**src/rtl/seq_divider.sv**
```systemverilog
// Multi-cycle restoring divider for DIV/DIVU: one shift-and-subtract step per cycle,
// followed by a sign-fix cycle and a one-cycle done pulse carrying HI/LO results.
module seq_divider #(
    parameter int WIDTH = 32
) (
    input  logic             clk,
    input  logic             rst_n,
    input  logic             start,
    input  logic             is_signed,
    input  logic [WIDTH-1:0] dividend,
    input  logic [WIDTH-1:0] divisor,
    output logic             busy,
    output logic             done,
    output logic [WIDTH-1:0] quotient,
    output logic [WIDTH-1:0] remainder,
    output logic             div_by_zero
);

    localparam int CNT_W = (WIDTH > 2) ? $clog2(WIDTH) : 1;

    typedef enum logic [1:0] {
        ST_IDLE = 2'd0,
        ST_CALC = 2'd1,
        ST_FIX  = 2'd2,
        ST_DONE = 2'd3
    } state_t;

    state_t             state_r;
    logic [CNT_W-1:0]   cnt_r;
    logic [WIDTH-1:0]   rem_r;
    logic [WIDTH-1:0]   quo_r;
    logic [WIDTH-1:0]   dvs_r;
    logic               qsign_r;
    logic               dsign_r;

    logic [WIDTH:0]     shifted_s;
    logic [WIDTH:0]     trial_s;
    logic [WIDTH-1:0]   dvd_mag_s;
    logic [WIDTH-1:0]   dvs_mag_s;

    // Two's-complement negation when en is set; most-negative maps onto itself.
    function automatic logic [WIDTH-1:0] neg_if(input logic [WIDTH-1:0] v, input logic en);
        return en ? (~v + {{(WIDTH-1){1'b0}}, 1'b1}) : v;
    endfunction

    // Operand magnitudes at accept and the WIDTH+1-bit trial subtraction.
    always_comb begin
        dvd_mag_s = neg_if(dividend, is_signed & dividend[WIDTH-1]);
        dvs_mag_s = neg_if(divisor,  is_signed & divisor[WIDTH-1]);
        shifted_s = {rem_r, quo_r[WIDTH-1]};
        trial_s   = shifted_s - {1'b0, dvs_r};
    end

    // Control FSM, datapath iteration and registered result outputs.
    always_ff @(posedge clk or negedge rst_n) begin
        if (!rst_n) begin
            state_r     <= ST_IDLE;
            cnt_r       <= {CNT_W{1'b0}};
            rem_r       <= {WIDTH{1'b0}};
            quo_r       <= {WIDTH{1'b0}};
            dvs_r       <= {WIDTH{1'b0}};
            qsign_r     <= 1'b0;
            dsign_r     <= 1'b0;
            busy        <= 1'b0;
            done        <= 1'b0;
            quotient    <= {WIDTH{1'b0}};
            remainder   <= {WIDTH{1'b0}};
            div_by_zero <= 1'b0;
        end else begin
            case (state_r)
                ST_IDLE: begin
                    done <= 1'b0;
                    if (start) begin
                        busy    <= 1'b1;
                        quo_r   <= dvd_mag_s;
                        dvs_r   <= dvs_mag_s;
                        rem_r   <= {WIDTH{1'b0}};
                        dsign_r <= is_signed & dividend[WIDTH-1];
                        qsign_r <= is_signed & (dividend[WIDTH-1] ^ divisor[WIDTH-1]);
                        if (divisor == {WIDTH{1'b0}}) begin
                            quotient    <= {WIDTH{1'b1}};
                            remainder   <= dividend;
                            div_by_zero <= 1'b1;
                            done        <= 1'b1;
                            state_r     <= ST_DONE;
                        end else begin
                            div_by_zero <= 1'b0;
                            cnt_r       <= CNT_W'(WIDTH - 1);
                            state_r     <= ST_CALC;
                        end
                    end else begin
                        busy <= 1'b0;
                    end
                end
                ST_CALC: begin
                    // A clear borrow bit means the trial fits: keep it and emit a 1.
                    if (!trial_s[WIDTH]) begin
                        rem_r <= trial_s[WIDTH-1:0];
                        quo_r <= {quo_r[WIDTH-2:0], 1'b1};
                    end else begin
                        rem_r <= shifted_s[WIDTH-1:0];
                        quo_r <= {quo_r[WIDTH-2:0], 1'b0};
                    end
                    if (cnt_r == {CNT_W{1'b0}}) begin
                        state_r <= ST_FIX;
                    end else begin
                        cnt_r <= cnt_r - CNT_W'(1);
                    end
                end
                ST_FIX: begin
                    quotient  <= neg_if(quo_r, qsign_r);
                    remainder <= neg_if(rem_r, dsign_r);
                    done      <= 1'b1;
                    state_r   <= ST_DONE;
                end
                ST_DONE: begin
                    done    <= 1'b0;
                    busy    <= 1'b0;
                    state_r <= ST_IDLE;
                end
                default: begin
                    done    <= 1'b0;
                    busy    <= 1'b0;
                    state_r <= ST_IDLE;
                end
            endcase
        end
    end

endmodule

```
**config.mk**
```make
export PLATFORM = sky130hd
export DESIGN_NAME = seq_divider
export DESIGN_NICKNAME = d
export VERILOG_FILES = /design/src/rtl/seq_divider.sv
export SDC_FILE = /design/constraint.sdc
export NUM_CORES = 1
export LEC_CHECK = 0
export CORE_ASPECT_RATIO = 0.6
export CORE_MARGIN = 2
export CORE_UTILIZATION = 50
export DETAILED_ROUTE_END_ITERATION = 8
export PLACE_DENSITY = 0.75
export SYNTH_ARGS = -nofsm -noshare
export SYNTH_HDL_FRONTEND = slang
export SYNTH_SLANG_ARGS = --single-unit
```
**constraint.sdc**
```tcl
create_clock -name clk -period 2.9 [get_ports clk]
set_input_delay 0.29 -clock clk [delete_from_list [all_inputs] [get_ports clk]]
set_output_delay 0.29 -clock clk [all_outputs]
set_load 0.005 [all_outputs]
```
==> impl_metrics.toml <==
[run_status]
outcome = "complete, but fails checks"
violations = "setup timing"

[critical_path]
startpoint_type = "register"
path_class = "register to register"
critPathRequiredTime_ps = 3230
arrival_ps = 3630
cp_max_fo = 5
crit_path_end_kind = "register"

[floorplanning]
io_pins = 135
coreArea_um2 = 22300
rows = 42
die-height_um = 121
die_x_um = 200
die-area_um2 = 24200
start_util_pct = 51.5

[sta]
fin_skew_ps = 7.89
post-route-period-util_pct = 114
min_period_ps = 3310
finalMaxSlewViolations = 0
hold_viol = 0
clock.fmax_mhz = 303
setup_viol_count_final = 48
worst_slew_pin_slew_ps = 1090
finalWorstSetupSlack_ps = -405
slew_headroom_pct = 27.4
rsz0062_at_grt = "true"

[yosys]
synth_fa_ha_area_share_pct = 4.86
synthCells = 1419
synthXorXnorAreaFrac_pct = 11.1
synth_edf_count = 0
yosys-top-cells-area = "dfrtp_1 37%, o21ai_0 6.8%, xor2_1 6.7%"
yosys.area.top_type = "dfrtp_1"
synth.top_cell.area_share_pct = 37.5
ys_warn_count = 0
synth_compound_gate_area_share_pct = 21.1
synth_mux_area_share_pct = 1.39
async_flop_share_pct = 100
synth_common_cells = "205 x nand2_1, 172 x dfrtp_1, 157 x o21ai_0"
synth_nets = 1531
synth.ff_latch_count = 172
synth_most_common_cell = "nand2_1"
synth_top_family_by_area = "compound AO/OA/AOI/OAI gates"
ys.flop_type = "dfrtp_1"
synth.distinct_cells = 59
synth.avg_cell_area_um2 = 8.09
yosys.area_share.simple_pct = 20.0
synth_area_um2 = 11500
ys_seq_area_share_pct = 37.5

[grt]
grt_pass1_wl_um = 58100
grt_antenna_before_repair = 0
grt_pass1_vias = 11094
grt_max_degree = 76
track_usage_pct = 30.4
grt_overflow_total = 0

[power]
pwr-share-comb_pct = 64.1
p_clk_share_pct = 12.4
p_switching_w = 0.00871
p_sw_share_pct = 45.4
p_int_w = 0.0105
p_seq_share_pct = 23.5
irDropWorstVdd_mv = 0.685
power.density_nw_per_um2 = 1200
power_leakage_nw = 7.04
power_w = 0.0192

[clock_network]
cts_buffer_depth = 2
insertion_delay_ps = 450
cts_tree = "done"
root_buffer = "clkbuf_16"
cts_sinks = 172
htree_levels = 4
cts_made_buffers = 17
path_clk_slew_ps = 70

[routing]
routed_wl_um = 37700
dr.pass1.iters = 5
drtIter0Drc = 1313
topRoutingLayerUsed = "met4"
wirelength_met1_um = 17400
route.vias.total = 11913
vias_per_cell = 5.88
drc_errors = 0
ant_nets = 0
wl_per_cell_um = 18.6
routed-wl-met2_um = 16600
dr_wl_met3_um = 3110

[worst_hold_path]
hp-class = "input pin to async pin"

[cells_and_area]
n_antenna_cell = 0
area_growth_syn_to_layout_pct = 39.7
drive_gt1_share_pct = 21.2
post-route-util_pct = 72.0
num-nets-final = 1819

[flow_run]
maxCapViolCount = 0

[placement]
gp_congestion = 0.882
portBuffers = 134
dpl.hpwl_um = 26100
-- cells in the final DEF, fill, tap and decap left out, types with 8 or more instances in the layout --
| cell type | count |
|---|---|
| a21o_1 | 12 |
| a21oi_1 | 125 |
| a31oi_1 | 8 |
| buf_12 | 9 |
| buf_4 | 185 |
| buf_6 | 11 |
| clkbuf_16 | 18 |
| clkdlybuf4s50_1 | 133 |
| dfrtp_1 | 172 |
| ha_1 | 35 |
| inv_1 | 49 |
| mux2i_1 | 16 |
| nand2_1 | 199 |
| nand2b_1 | 8 |
| nand3_1 | 33 |
| nand3_2 | 42 |
| nor2_1 | 117 |
| nor3_1 | 15 |
| o211ai_1 | 9 |
| o21ai_0 | 139 |
| o21ai_1 | 12 |
| o21ai_2 | 8 |
| o31ai_1 | 23 |
| o41ai_1 | 10 |
| or3_1 | 14 |
| xnor2_1 | 55 |
| xor2_1 | 86 |
-- sequential cells by signal (all words and copies together), names as in the netlist --
register     flops
quotient        32
remainder       32
state_r          2
cnt_r            5
quo_r           32
busy             1
qsign_r          1
dvs_r           32
div_by_zero      1
rem_r           32
dsign_r          1
done             1
-- cell type report --
class,count,area [um2]
inverter,52,195
clock buffer,22,464
tap,308,385
multi-input combinational,1122,7490
timing repair buffer,342,3090
fill,1685,6230
clock inverter,8,118
sequential,172,4300
-- power groups by stage --
stage                     clock network [W]  registers, W  logic, W
after floorplan                           0       0.00425   0.00612
after global placement                    0       0.00439    0.0100
after detailed placement                  0       0.00442    0.0103
after CTS                           0.00237       0.00444    0.0108
after global routing                0.00248       0.00464    0.0134
final                               0.00238       0.00451    0.0123
-- timing repair --
action	CTS	global route
pin swaps	16	67
gates resized for setup	38	120
hold buffers	1	0
endpoints found under the setup margin	50	100
cloned	0	1
endpoints found under the hold margin	73	0
buffers inserted	9	8
-- worst paths after layout --
kind | from | endpoint | slack (ps) | cells past startpoint
setup / recovery | quo_r[12]$_DFFE_PN0P_ | quotient[25]$_DFFE_PN0P_ | -410 | 8
hold / removal | rst_n | dvs_r[8]$_DFFE_PN0P_ | 450 | 2
setup reg to reg | quo_r[12]$_DFFE_PN0P_ | quotient[25]$_DFFE_PN0P_ | -410 | 8
hold reg to reg | remainder[7]$_DFFE_PN0P_ | remainder[7]$_DFFE_PN0P_ | 480 | 2
max in group asynchronous | rst_n | quo_r[20]$_DFFE_PN0P_ | 1690 | 3
min in group clk | remainder[7]$_DFFE_PN0P_ | remainder[7]$_DFFE_PN0P_ | 480 | 2
-- stage by stage --
stage / hold WS, ps / cells / instance area (um2) / TNS (ps) / setup slack (ps)
after floorplan: -5.59 / 1419 / 11500 / -1710 / -203
after global placement: 371 / 1978 / 14500 / -28720 / -382
after detailed placement: 377 / 1978 / 14500 / -31040 / -437
after CTS: 485 / 2018 / 15400 / -3040 / -344
after global routing: 510 / 2026 / 16000 / -14250 / -455
final: 450 / 2026 / 16000 / -9580 / -405
-- routing by layer --
layer	track usage [%]	vias up
li1	-	5551
met1	46.4	5774
met2	44.7	530
met3	5.39	58
met4	6.34	0
met5	0	-
-- kinds of logic (layout without fill, tap and decap cells) --
| family | after synthesis | in the layout |
|---|---|---|
| multiplexers | 16 | 16 |
| flip-flops | 172 | 172 |
| adder cells (fa/ha/maj) | 44 | 44 |
| XOR/XNOR | 145 | 145 |
| AO/OA/AOI/OAI | 410 | 410 |
| AND/OR/NAND/NOR | 507 | 507 |
| buffers and inverters | 125 | 424 |
-- worst max-delay path, stage by stage, from the launching register on --
cell     delay [ps]
dfrtp_1         380
or4_4           560
or3_4           350
or4_4           450
or3_4           370
or4_4           520
o31ai_4         230
xor2_1          210
a21oi_1         100
Power figures use the tool's default switching activity.
